$ cat config.mk
export PLATFORM = sky130hd
export DESIGN_NAME = load_align_unit
export DESIGN_NICKNAME = d
export VERILOG_FILES = /design/src/rtl/load_align_unit.sv
export SDC_FILE = /design/constraint.sdc
export NUM_CORES = 1
export LEC_CHECK = 0
export ABC_AREA = 1
export CAP_MARGIN = 20
export CORE_MARGIN = 2
export CORE_UTILIZATION = 41
export DETAILED_ROUTE_END_ITERATION = 10
export GPL_TIMING_DRIVEN = 1
export PLACE_DENSITY = 0.86
export SLEW_MARGIN = 20
export SYNTH_ARGS = -nofsm -noshare
export SYNTH_HDL_FRONTEND = slang
export SYNTH_SLANG_ARGS = --single-unit
$ cat constraint.sdc
create_clock -name clk -period 1.5 [get_ports clk]
set_input_delay 0.3 -clock clk [delete_from_list [all_inputs] [get_ports clk]]
set_output_delay 0.3 -clock clk [all_outputs]
set_load 0.005 [all_outputs]
$ cat src/rtl/load_align_unit.sv
// Load alignment and extension unit: fetches one or two memory words per load and returns the
// byte/half/word/dword result extended to XLEN. Macro LOAD_SPLIT_EN enables word-crossing loads.
module load_align_unit #(
    parameter int XLEN   = 32,
    parameter int ADDR_W = 32
) (
    input  logic              clk,
    input  logic              rst_n,
    input  logic              ld_valid,
    output logic              ld_ready,
    input  logic [ADDR_W-1:0] ld_addr,
    input  logic [2:0]        ld_funct3,
    output logic              mem_req_valid,
    input  logic              mem_req_ready,
    output logic [ADDR_W-1:0] mem_req_addr,
    input  logic              mem_rsp_valid,
    input  logic [XLEN-1:0]   mem_rsp_data,
    output logic              res_valid,
    input  logic              res_ready,
    output logic [XLEN-1:0]   res_data,
    output logic              res_err
);

    localparam int WB = XLEN / 8;
    localparam int OW = $clog2(WB);

    typedef enum logic [2:0] {
        IDLE = 3'd0,
        REQ0 = 3'd1,
        RSP0 = 3'd2,
`ifdef LOAD_SPLIT_EN
        REQ1 = 3'd3,
        RSP1 = 3'd4,
`endif
        DONE = 3'd5
    } state_e;

    state_e            state_q, state_d;
    logic [ADDR_W-1:0] addr_q, addr_d;
    logic [2:0]        funct3_q, funct3_d;
    logic [XLEN-1:0]   resData_q, resData_d;
    logic              resErr_q, resErr_d;
`ifdef LOAD_SPLIT_EN
    logic [XLEN-1:0]   w0_q, w0_d;
`endif

    logic [OW-1:0]     off;
    logic [ADDR_W-1:0] base;

    // LD/LWU only exist on 64-bit datapaths; 111 is never a load.
    function automatic logic isIllegal(input logic [2:0] f3);
        logic bad;
        bad = (f3 == 3'b111);
        if (XLEN == 32 && (f3 == 3'b011 || f3 == 3'b110)) begin
            bad = 1'b1;
        end
        return bad;
    endfunction

    function automatic logic crossesWord(input logic [OW-1:0] offset, input logic [1:0] sizeCode);
        logic [OW+1:0] size;
        size = (OW+2)'(1) << sizeCode;
        return ((OW+2)'(offset) + size) > (OW+2)'(WB);
    endfunction

    // The pair {w1,w0} is shifted so the addressed byte lands at bit 0, then trimmed and extended.
    function automatic logic [XLEN-1:0] mergeLoad(input logic [2*XLEN-1:0] pair,
                                                  input logic [OW-1:0]     offset,
                                                  input logic [2:0]        f3);
        logic [XLEN-1:0] lo;
        logic [XLEN-1:0] ext;
        lo = XLEN'(pair >> {offset, 3'b000});
        case (f3[1:0])
            2'b00: begin
                if (f3[2]) ext = XLEN'(lo[7:0]);
                else       ext = XLEN'($signed(lo[7:0]));
            end
            2'b01: begin
                if (f3[2]) ext = XLEN'(lo[15:0]);
                else       ext = XLEN'($signed(lo[15:0]));
            end
            2'b10: begin
                if (f3[2]) ext = XLEN'(lo[31:0]);
                else       ext = XLEN'($signed(lo[31:0]));
            end
            default: ext = lo;
        endcase
        return ext;
    endfunction

    assign off  = addr_q[OW-1:0];
    assign base = {addr_q[ADDR_W-1:OW], {OW{1'b0}}};

    always_ff @(posedge clk or negedge rst_n) begin
        if (!rst_n) begin
            state_q   <= IDLE;
            addr_q    <= '0;
            funct3_q  <= '0;
            resData_q <= '0;
            resErr_q  <= 1'b0;
`ifdef LOAD_SPLIT_EN
            w0_q      <= '0;
`endif
        end else begin
            state_q   <= state_d;
            addr_q    <= addr_d;
            funct3_q  <= funct3_d;
            resData_q <= resData_d;
            resErr_q  <= resErr_d;
`ifdef LOAD_SPLIT_EN
            w0_q      <= w0_d;
`endif
        end
    end

    always_comb begin
        state_d       = state_q;
        addr_d        = addr_q;
        funct3_d      = funct3_q;
        resData_d     = resData_q;
        resErr_d      = resErr_q;
`ifdef LOAD_SPLIT_EN
        w0_d          = w0_q;
`endif
        ld_ready      = 1'b0;
        mem_req_valid = 1'b0;
        mem_req_addr  = '0;
        res_valid     = 1'b0;

        case (state_q)
            IDLE: begin
                ld_ready = 1'b1;
                if (ld_valid) begin
                    addr_d   = ld_addr;
                    funct3_d = ld_funct3;
`ifdef LOAD_SPLIT_EN
                    if (isIllegal(ld_funct3)) begin
`else
                    // Without split support a crossing load is rejected up front.
                    if (isIllegal(ld_funct3) ||
                        crossesWord(ld_addr[OW-1:0], ld_funct3[1:0])) begin
`endif
                        resData_d = '0;
                        resErr_d  = 1'b1;
                        state_d   = DONE;
                    end else begin
                        state_d = REQ0;
                    end
                end
            end

            REQ0: begin
                mem_req_valid = 1'b1;
                mem_req_addr  = base;
                if (mem_req_ready) begin
                    state_d = RSP0;
                end
            end

            RSP0: begin
                if (mem_rsp_valid) begin
`ifdef LOAD_SPLIT_EN
                    if (crossesWord(off, funct3_q[1:0])) begin
                        w0_d    = mem_rsp_data;
                        state_d = REQ1;
                    end else begin
                        resData_d = mergeLoad({{XLEN{1'b0}}, mem_rsp_data}, off, funct3_q);
                        resErr_d  = 1'b0;
                        state_d   = DONE;
                    end
`else
                    resData_d = mergeLoad({{XLEN{1'b0}}, mem_rsp_data}, off, funct3_q);
                    resErr_d  = 1'b0;
                    state_d   = DONE;
`endif
                end
            end

`ifdef LOAD_SPLIT_EN
            REQ1: begin
                mem_req_valid = 1'b1;
                mem_req_addr  = base + ADDR_W'(WB);
                if (mem_req_ready) begin
                    state_d = RSP1;
                end
            end

            RSP1: begin
                if (mem_rsp_valid) begin
                    resData_d = mergeLoad({mem_rsp_data, w0_q}, off, funct3_q);
                    resErr_d  = 1'b0;
                    state_d   = DONE;
                end
            end
`endif

            DONE: begin
                res_valid = 1'b1;
                if (res_ready) begin
                    resData_d = '0;
                    resErr_d  = 1'b0;
                    state_d   = IDLE;
                end
            end

            default: state_d = IDLE;
        endcase
    end

    assign res_data = resData_q;
    assign res_err  = resErr_q;

endmodule
# Word level (Yosys, flattened, before mapping)
# Index checks and enable logic that the tools add are counted.
[word_totals]
elab_cells = 55
reg_bits = 71
[op_classes]
n_lt_le_gt_ge = 1
n_eq_ne = 12
muxes = 26
addsub = 1
n_reduce_logical = 8
n_shift = 2
[op_table]
columns = ["operator", "n"]
rows = [
  ["32-bit two-way mux", 7],
  ["32-bit case mux with 3 select lines", 1],
  ["32-bit case mux with 2 select lines", 1],
  ["32-bit by 5-bit >> shifter with 32-bit output", 1],
  ["3-bit two-way mux", 5],
  ["3-bit case mux with 4 select lines", 1],
  ["1-bit two-way mux", 10],
  ["2-bit != test, second input constant", 5],
  ["3-bit == test, second input constant", 3],
  ["3-bit by 2-bit == test with 1-bit output, second input constant", 2],
  ["5-bit AND reduction", 1],
  ["2-bit by 4-bit adder with 4-bit output", 1],
  ["4-bit by 3-bit > comparator with 1-bit output, second input constant", 1],
  ["4-bit AND reduction", 1],
  ["1-bit by 2-bit left shift with 4-bit output, first input constant", 1],
  ["3-bit by 1-bit == test with 1-bit output, second input constant", 1],
  ["3-bit logical NOT", 1],
  ["1-bit case mux with 3 select lines", 1],
  ["3-bit nonzero test", 1],
  ["2-bit by 1-bit == test with 1-bit output, second input constant", 1],
  ["2-bit logical NOT", 1],
  ["1-bit logical OR", 2],
  ["2-bit AND reduction", 1],
]

# Logic depth before layout (Yosys ltp)
# Gate-level depths: netlist of the first run.
[logic_depth]
ltp_word = 9
ltp_mapped = 13
mapped_depth_nobuf = 11

# Worst setup path before layout of the first run
# No wires, ideal clock.
[synth_path]
path_kind = "input -> register"
start = "input ld_funct3[1]"
end = "register resData_q[22] (netlist: res_data[22])"
required_time_ps = 1368
arrival_time_ps = 1870
path_buffers = 1
stages = 9
setup_slack_ps = -502
path_cell_list = "nor2_1 ha_1 fa_1 or2_2 nand2_1 nand3_1 nand3_2 clkbuf_1 o21ai_1"
[synth_between]
elab_chain_len = 8
elab_cells_between_ends = 13
cone_classes = "add/sub (1); order compare (1); eq/ne (4); shift (1); mux (3); reduce/logical (3)"
[synth_lines]
columns = ["item", "line", "source"]
rows = [
  ["from (decl)", "12", "input logic [2:0] ld_funct3,"],
  ["branches (longest 5 deep; another with 2-bit by 4-bit adder with 4-bit output)", "--", ""],
  ["1-bit logical OR (*)", "140", "if (isIllegal(ld_funct3) ||"],
  ["2-bit != test (no line) (*)", "--", ""],
  ["5-bit AND reduction (no line) (*)", "--", ""],
  ["to (signal assigned)", "108", "resData_q <= resData_d;"],
  ["to (decl)", "41", "logic [XLEN-1:0] resData_q, resData_d;"],
]
# Every way passes the cells marked *. The select of a mux whose other input is x is not followed.
# A chain may end at the register's enable or synchronous reset.

# Worst setup path in the final report of the first run
[layout_path]
start = "register state_q[2]"
end = "output mem_req_addr[4]"
[layout_between]
elab_chain_len = 2
[layout_lines]
columns = ["item", "line", "source"]
rows = [
  ["from (decl)", "38", "state_e state_q, state_d;"],
  ["from (signal assigned)", "105", "state_q <= state_d;"],
  ["3-bit by 1-bit == test with 1-bit output", "130", "case (state_q)"],
  ["32-bit two-way mux", "130", ""],
  ["to (decl)", "15", "output logic [ADDR_W-1:0] mem_req_addr,"],
]
# No other way between the ends.

==> flow_summary.json, run 1 <==
{
  "path_cells": "inv_2 > nand3_4 > buf_4 > clkbuf_16 > nor2_1 > buf_2",
  "p_seq_share_pct": 20.6,
  "yosysMostFrequentCell": "nand2_1",
  "grt_use_total_pct": 27.7,
  "path_class": "register to primary output",
  "grt_max_degree": 36,
  "grt_pass1_wl_mm": 22.0,
  "internal_power_mw": 8.58,
  "hpwl_mm": 8.28,
  "synthToLayoutAreaGrowth_pct": 73.4,
  "vias_per_cell": 5.32,
  "grt_use_met2_pct": 47.4,
  "diodes": 0,
  "detail_route.wl_per_cell_um": 16.8,
  "setup_viol": 67,
  "detail-route-antenna-nets": 0,
  "cts-root-buf": "clkbuf_8",
  "drc_errors": 0,
  "wl_mm": 14.5,
  "hold_viol_final": 0,
  "period_needed_ns": 1.83,
  "failed_checks": "negative setup slack",
  "status": "finished, violations left",
  "cp-start-kind": "register",
  "grt_overflow": 0,
  "totalNegativeSetupSlack_ns": -16.11,
  "synth_cell_type_count": 27,
  "htreeDepth": 3,
  "p_leak_nw": 3.39,
  "drv_cap": 0,
  "power_mw": 14.9,
  "multi_input_area_um2": 2200,
  "ys_warn_count": 0,
  "top_usage_layer": "met2",
  "antenna_found_initial": 0,
  "cp_max_fo": 7,
  "syn_inst": 533,
  "clockPowerShare_pct": 11.8,
  "p_sw_share_pct": 42.3,
  "timing.final.crit_share_pct": 122,
  "timing.critical_path.buf_inv": 4,
  "synth_edf_count": 0,
  "cts_tree": "yes",
  "initial_core_util_pct": 42.1,
  "rows": 35,
  "cts_num_sinks": 71,
  "via_count": 4584,
  "slowest_stage": "dfrtp_1",
  "avgSynthCellArea_um2": 7.31,
  "yosys.area.top_type_share_pct": 45.6,
  "cp_data_required_time_ns": 1.20,
  "ir_drop_uv": 1280,
  "synth_common_cells": "nand2_1, dfrtp_1, nor2_1",
  "combPwrFrac_pct": 67.5,
  "post-route-util_pct": 73.1,
  "fmax_ghz": 0.545,
  "drtPass1Iterations": 5,
  "die_h_um": 101,
  "ys_ff_latch": 71,
  "port_buffers": 138,
  "gr-usage-met1_pct": 32.4,
  "fin_ws_ns": -0.334,
  "powerDensity_nw_per_um2": 2200,
  "switchingPower_mw": 6.30,
  "chipWidth_um": 101,
  "place_congestion": 0.911,
  "path_clk_slew_ns": 0.08,
  "synth.area.top_cells": "dfrtp_1, nand2_1, a21oi_1",
  "holdCritPathClass": "primary input to register",
  "drt_iter0_markers": 288,
  "drive_above_1_share_pct": 33.9,
  "clock_latency_ns": 0.36,
  "rsz0062_at_grt": "true",
  "cp_slowest_stage_delay_ns": 0.39,
  "crit_arrival_ns": 1.53,
  "yosys.area.top_type": "dfrtp_1",
  "synthArstFlopShare_pct": 100,
  "grt_pass1_vias": 4578,
  "die-area_um2": 10300,
  "nFillCells": 645,
  "fin_nets": 804,
  "synth_ff_type": "dfrtp_1",
  "ys_seq_area_share_pct": 45.6,
  "dpl_worst_slack_ns": -1.03,
  "finClkSkew_ns": 0.00920,
  "regArea_um2": 1780,
  "io_pins": 141,
  "cts_buffers": 9,
  "clock_path_buffers": 2,
  "end_kind": "primary output",
  "core_area_um2": 9240,
  "syn_area_um2": 3890,
  "critical_path.top_delay_family": "buffers and inverters",
  "final_max_slew_viol_count": 0,
  "gr-usage-met3_pct": 7.66
}
[layout by cell type, fill, tap and decap left out, types with 4 or more instances in the layout]
cell / count
dlygate4sd2_1: 35
a21oi_1: 61
buf_6: 12
o21ai_0: 11
clkbuf_8: 10
clkdlybuf4s50_1: 67
buf_12: 13
nand3_4: 4
buf_2: 29
inv_2: 4
nand3_1: 28
buf_16: 7
inv_1: 39
nor2_1: 29
nand2_4: 5
o21ai_2: 32
nor2_4: 22
nand2_2: 15
buf_8: 4
nand2_1: 133
buf_4: 48
nor2_2: 23
dfrtp_1: 70
[layer usage]
metal | part of all wire, % | vias up
li1 | - | 2081
met1 | 36 | 2164
met2 | 51 | 302
met3 | 10 | 37
met4 | 2.7 | 0
met5 | 0 | -
[power by group through the flow]
stage | sequential [mW] | combinational (mW) | clock, mW
after global routing | 3.15 | 10.7 | 1.86
after global placement | 3.05 | 6.26 | 0
after CTS | 3.03 | 9.20 | 1.76
final | 3.07 | 10.0 | 1.76
after floorplan | 3.03 | 3.65 | 0
after detailed placement | 3.07 | 6.43 | 0
[sequential cells by signal (all words and copies together) (netlist names)]
register	cells
res_err	1
state_q	3
addr_q	32
res_data	32
funct3_q	3
[worst paths after layout]
check,startpoint,to,slack [ns],cells past startpoint
worst max-delay path,state_q[2]$_DFFE_PN0P_,mem_req_addr[4],-0.33,6
worst min-delay path,ld_addr[0],addr_q[0]$_DFFE_PN0P_,0.30,4
worst max register to register,state_q[0]$_DFFE_PN0P_,res_data[28]$_DFFE_PN0P_,-0.32,10
worst min register to register,res_data[4]$_DFFE_PN0P_,res_data[4]$_DFFE_PN0P_,0.49,2
max in group asynchronous,rst_n,res_data[1]$_DFFE_PN0P_,0.56,3
min in group asynchronous,rst_n,res_data[19]$_DFFE_PN0P_,0.39,2
[stage by stage]
stage                     hold slack, ns  std cells  cell area [um^2]
after floorplan                  0.00441        534              3930
after global placement             0.225        798              5580
after detailed placement           0.232        798              5580
after CTS                          0.357        855              6490
after global routing               0.302        861              6750
final                              0.299        861              6750
[timing repair]
| item | in CTS | in global routing |
|---|---|---|
| setup endpoints to repair | 104 | 99 |
| resized for setup | 267 | 76 |
| cloned | 11 | 3 |
| hold buffers | 1 | 0 |
| hold endpoints to repair | 23 | 0 |
| pin swaps | 12 | 17 |
| setup buffers | 32 | 12 |
[worst register-to-register path, delay by kind of cell (launching register included)]
family | cells | cell delay (ns)
flops | 1 | 0.44
compound gates | 1 | 0.06
buf+inv | 4 | 0.57
simple gates | 5 | 0.64
[cells by family (layout without fill, tap and decap cells)]
logic type      count (synthesis)  in the layout  share of synthesized area [%]
other cells                     1              2                         0.0963
simple gates                  266            266                           28.1
flops                          71             71                           45.6
compound gates                111            111                           15.3
fa+ha+maj                       3              3                           1.16
buf+inv                        81            279                           9.77
[layout make-up]
class | instances | area share, %
Clock buffer | 10 | 2.04
Inverter | 45 | 2.58
Multi-Input combinational cell | 382 | 32.6
Tap cell | 129 | 2.39
Sequential cell | 71 | 26.3
Timing Repair Buffer | 219 | 32.8
Clock inverter | 5 | 1.20
(Power assumes the default switching activity.)
==> inputs of run 2 (changes only) <==
--- a/config.mk
+++ b/config.mk
@@ -9,6 +9,7 @@
 export CAP_MARGIN = 20
 export CORE_MARGIN = 2
 export CORE_UTILIZATION = 41
+export CTS_CLUSTER_DIAMETER = 60
 export DETAILED_ROUTE_END_ITERATION = 10
 export GPL_TIMING_DRIVEN = 1
 export PLACE_DENSITY = 0.86
==> constraint.sdc (replaced) <==
create_clock -name clk -period 1.5 [get_ports clk]
set_input_delay 0.15 -clock clk [delete_from_list [all_inputs] [get_ports clk]]
set_output_delay 0.15 -clock clk [all_outputs]
set_load 0.005 [all_outputs]
==> run 2 against run 1 <==
Effect of this change: critical endpoint is now mem_req_addr[31]; final area down 3.3%; sequential power up 3%; sequential cell count unchanged; largest cell class is now multi-input gates; sequential share of layout area up 0.89 points; worst hold slack worse by 0.056 ns; combinational power down 16%; utilization down 2.4 points; total power down 12%; clock skew down 0.0017 ns; clock power down 14%; the flow still finishes with violations (negative setup slack); register-to-register slack better by 0.20 ns; final cell count down 2.4%.
==> flow_summary.json, run 2 (synthesis gave the netlist of run 1 again) <==
{
  "die-area_um2": 10300,
  "drv_cap": 0,
  "final_max_slew_viol_count": 0,
  "final_cell_mix": "nand2_1, clkdlybuf4s50_1, dfrtp_1, a21oi_1, nor2_4",
  "post-route-util_pct": 70.7,
  "grt_overflow": 0,
  "hold_viol_final": 0,
  "fin_nets": 782,
  "via_count": 4415,
  "grt_pass1_vias": 4127,
  "rows": 35,
  "holdCritPathClass": "primary input to register",
  "regArea_um2": 1780,
  "antenna_found_initial": 0,
  "grt_use_total_pct": 24.5,
  "nFillCells": 655,
  "drc_errors": 0,
  "fmax_ghz": 0.602,
  "mostFrequentLayoutCell": "nand2_1",
  "drive_above_1_share_pct": 33.8,
  "cts_num_sinks": 71,
  "power_mw": 13.1,
  "setup_viol": 101,
  "vias_per_cell": 5.26,
  "cts_tree": "yes",
  "cp_data_required_time_ns": 1.35,
  "diodes": 0,
  "chipWidth_um": 101,
  "fin_ws_ns": -0.161,
  "end_kind": "primary output",
  "initial_core_util_pct": 42.1,
  "wl_mm": 13.9,
  "drtPass1Iterations": 7,
  "timing.final.crit_share_pct": 111,
  "cp-start-kind": "register",
  "hpwl_mm": 8.17,
  "multi_input_area_um2": 2290,
  "synthToLayoutAreaGrowth_pct": 67.8,
  "core_area_um2": 9240,
  "grt_max_degree": 44,
  "detail_route.wl_per_cell_um": 16.6,
  "failed_checks": "negative setup slack",
  "ir_drop_uv": 1570,
  "rsz0062_at_grt": "true",
  "dpl_worst_slack_ns": -0.846,
  "cts_buffers": 9,
  "drt_iter0_markers": 214,
  "detail-route-antenna-nets": 0,
  "clock_path_buffers": 2,
  "powerDensity_nw_per_um2": 2010,
  "period_needed_ns": 1.66,
  "port_buffers": 138,
  "cts-root-buf": "clkbuf_8",
  "place_congestion": 0.919,
  "cp_max_fo": 7,
  "path_clk_slew_ns": 0.08,
  "status": "finished, violations left",
  "grt_pass1_wl_mm": 19.7,
  "p_leak_nw": 3.02,
  "htreeDepth": 3,
  "finClkSkew_ns": 0.00754,
  "path_class": "register to primary output",
  "die_h_um": 101,
  "io_pins": 141,
  "clock_latency_ns": 0.35,
  "crit_arrival_ns": 1.51
}
## run 2: cell count changes in the layout (fill, tap and decap cells not counted), moves of 18 or more
cell / previous run / this run
dlygate4sd2_1: 35 / 1
nor2_4: 22 / 41
clkdlybuf4s50_1: 67 / 100
buf_4: 48 / 30
nor2_1: 29 / 7
## run 2: final cells by class
cell class | instances | share of cell area, %
Multi-Input combinational cell | 382 | 35.1
Timing Repair Buffer | 197 | 29.8
Sequential cell | 71 | 27.2
Inverter | 45 | 2.62
Tap cell | 129 | 2.47
Clock buffer | 13 | 2.13
Clock inverter | 3 | 0.670
## run 2: through the flow
stage | area (um^2) | setup TNS, ns | std cells | hold WS (ns)
finish | 6530 | -7.90 | 840 | 0.244
floorplan | 3930 | -5.80 | 534 | -0.146
detailed placement | 5630 | -29.21 | 801 | 0.110
global route | 6530 | -13.55 | 840 | 0.254
global placement | 5630 | -26.83 | 801 | 0.104
CTS | 6150 | -7.74 | 836 | 0.231
## run 2: critical path, cell delays in order (launching register included)
cell,delay (ns)
dfrtp_1,0.43
inv_2,0.10
nand3_4,0.10
buf_6,0.16
buf_16,0.15
nor2_4,0.08
buf_2,0.13
## run 2: final timing paths
check | end | startpoint | cells after the start | slack (ns)
max | mem_req_addr[31] | state_q[2]$_DFFE_PN0P_ | 6 | -0.16
max in group asynchronous | addr_q[4]$_DFFE_PN0P_ | rst_n | 3 | 0.67
max reg2reg | addr_q[2]$_DFFE_PN0P_ | state_q[2]$_DFFE_PN0P_ | 8 | -0.12
min reg2reg | funct3_q[0]$_DFFE_PN0P_ | funct3_q[0]$_DFFE_PN0P_ | 2 | 0.49
min in group asynchronous | res_data[20]$_DFFE_PN0P_ | rst_n | 2 | 0.27
min | addr_q[0]$_DFFE_PN0P_ | ld_addr[0] | 4 | 0.24
## run 2: power breakdown
part / internal, mW / total (mW) / switching [mW]
Sequential: 2.69 / 3.15 / 0.462
Combinational: 3.81 / 8.44 / 4.63
Clock: 0.772 / 1.52 / 0.743
## run 2: layer usage
| metal | track usage (%) | wire length [um] | part of all wire [%] |
|---|---|---|---|
| met5 | 0 | 0 | 0 |
| met4 | 8.11 | 362 | 2.6 |
| met3 | 5.45 | 1250 | 9.0 |
| met2 | 42.5 | 7120 | 51 |
| met1 | 30.2 | 5180 | 37 |
## run 2: what timing repair did
action,CTS,global route
resized for setup,196,125
endpoints found under the hold margin,28,0
setup buffers,13,3
pin swaps,5,6
endpoints found under the setup margin,67,104
cloned,5,6
hold buffers,1,0
==> inputs of run 3 (changes only) <==
--- a/config.mk
+++ b/config.mk
@@ -11,7 +11,7 @@
 export CORE_UTILIZATION = 41
 export CTS_CLUSTER_DIAMETER = 60
 export DETAILED_ROUTE_END_ITERATION = 10
-export GPL_TIMING_DRIVEN = 1
+export GPL_TIMING_DRIVEN = 0
 export PLACE_DENSITY = 0.86
 export SLEW_MARGIN = 20
 export SYNTH_ARGS = -nofsm -noshare
==> run 3 against run 2 <==
Effect of this change: the run still ends with negative setup slack left; die area stayed put; utilization rose by 6.3 points; worst hold slack got worse by 0.13 ns; global-route usage grew 5.4 points; final cell count rose by 2.6%; clock power up 27%; non-clock buffer count up 21; first-iteration DRC count is 5.1% lower; sequential cell count unchanged; fmax is 8.9% lower; via count grew 6.0%; setup slack worse by 0.16 ns.
==> flow_summary.json, run 3 (synthesis gave the netlist of run 1 again) <==
{
  "clock_latency_ns": 0.37,
  "rsz0062_at_grt": "true",
  "cts_buffers": 9,
  "cp_data_required_time_ns": 1.35,
  "final_max_slew_viol_count": 0,
  "period_needed_ns": 1.82,
  "setup_viol": 104,
  "place_congestion": 0.866,
  "via_count": 4678,
  "clock_path_buffers": 2,
  "grt_pass1_wl_mm": 23.5,
  "drt_iter0_markers": 203,
  "critical_path.top_delay_family": "buffers and inverters",
  "diodes": 0,
  "crit_arrival_ns": 1.67,
  "final_cell_mix": "nand2_1, clkdlybuf4s50_1, dfrtp_1, nor2_4, inv_1",
  "finClkSkew_ns": 0.0189,
  "port_buffers": 138,
  "drive_above_1_share_pct": 38.2,
  "drtPass1Iterations": 6,
  "cp_slowest_stage_delay_ns": 0.42,
  "io_pins": 141,
  "failed_checks": "negative setup slack",
  "cp-start-kind": "register",
  "ir_drop_uv": 1400,
  "grt_overflow": 0,
  "vias_per_cell": 5.43,
  "status": "finished, violations left",
  "power_mw": 15.9,
  "chipWidth_um": 101,
  "final_area_um2": 7110,
  "path_clk_slew_ns": 0.09,
  "detail-route-antenna-nets": 0,
  "grt_max_degree": 48,
  "hpwl_mm": 9.30,
  "placed_area_um2": 5490,
  "end_kind": "primary output",
  "holdWs_ns": 0.112,
  "fin_nets": 804,
  "fin_ws_ns": -0.323,
  "cts-root-buf": "clkbuf_8",
  "grt_use_total_pct": 29.8,
  "cts_num_sinks": 71,
  "path_cells": "inv_2 > nand3_4 > buf_8 > buf_6 > nor2_2 > buf_2",
  "fmax_ghz": 0.549,
  "antenna_found_initial": 0,
  "synthToLayoutAreaGrowth_pct": 82.7,
  "htreeDepth": 3,
  "cts_tree": "yes",
  "drv_cap": 0,
  "timing.critical_path.buf_inv": 4,
  "hold_viol_final": 0,
  "p_leak_nw": 3.25,
  "detail_route.wl_per_cell_um": 20.7,
  "wl_mm": 17.9,
  "initial_core_util_pct": 42.1,
  "timing.final.crit_share_pct": 122,
  "grt_pass1_vias": 4618,
  "drc_errors": 0,
  "die_h_um": 101,
  "powerDensity_nw_per_um2": 2240,
  "mostFrequentLayoutCell": "nand2_1",
  "die-area_um2": 10300,
  "slowest_stage": "dfrtp_1",
  "path_class": "register to primary output",
  "dpl_worst_slack_ns": -1.02,
  "rows": 35,
  "core_area_um2": 9240,
  "holdCritPathClass": "primary input to register",
  "cp_max_fo": 7
}
[run 3: metal layers]
metal  track usage, %  up-vias  share of wire (%)
li1                 -     2088                  -
met4             11.4        0                4.5
met3             7.18       60                9.9
met1             34.6     2219                 36
met5                0        -                  0
met2             53.2      311                 49
[run 3: power by group]
| part | switching, mW | leakage (nW) | internal, mW |
|---|---|---|---|
| logic | 5.82 | 2.26 | 5.00 |
| clock network | 0.823 | 0.120 | 1.10 |
| registers | 0.481 | 0.870 | 2.69 |
[run 3: repair_timing]
action	in CTS	in global routing
buffers inserted	26	4
resized for setup	266	188
hold buffers	1	0
endpoints found under the setup margin	102	104
gates cloned	9	4
hold endpoints to repair	24	0
pin swaps	13	19
[run 3: layout make-up]
type                            instances  area [um^2]
Fill cell                             573         2130
Clock buffer                           10          128
Inverter                               45          171
Multi-Input combinational cell        383         2520
Buffer                                 36          437
Sequential cell                        71         1780
Timing Repair Buffer                  182         1810
Tap cell                              129          161
Clock inverter                          6          109
[run 3: path summary, 6_finish.rpt]
check,start,endpoint,slack (ns),cells after the start
worst max-delay path,state_q[2]$_DFFE_PN0P_,mem_req_addr[19],-0.32,6
worst min-delay path,ld_addr[0],addr_q[0]$_DFFE_PN0P_,0.11,3
max in group asynchronous,rst_n,state_q[1]$_DFFE_PN0P_,0.70,3
worst min register to register,res_data[12]$_DFFE_PN0P_,res_data[12]$_DFFE_PN0P_,0.49,2
min in group asynchronous,rst_n,res_data[17]$_DFFE_PN0P_,0.25,2
worst max register to register,state_q[2]$_DFFE_PN0P_,res_data[16]$_DFFE_PN0P_,-0.31,10
[run 3: tightest hold or removal path: stages]
cell and delay, ns:
buf_2 0.15, nor2_4 0.11, a21oi_2 0.03
[run 3: through the flow]
step / setup TNS, ns / util (%) / std cells
after floorplan: -5.80 / - / 534
after global placement: -191.83 / 59.2 / 801
after detailed placement: -47.27 / 59.4 / 802
after CTS: -10.03 / 68.7 / 854
after global routing: -26.68 / 77.0 / 862
final: -22.10 / 77.0 / 862
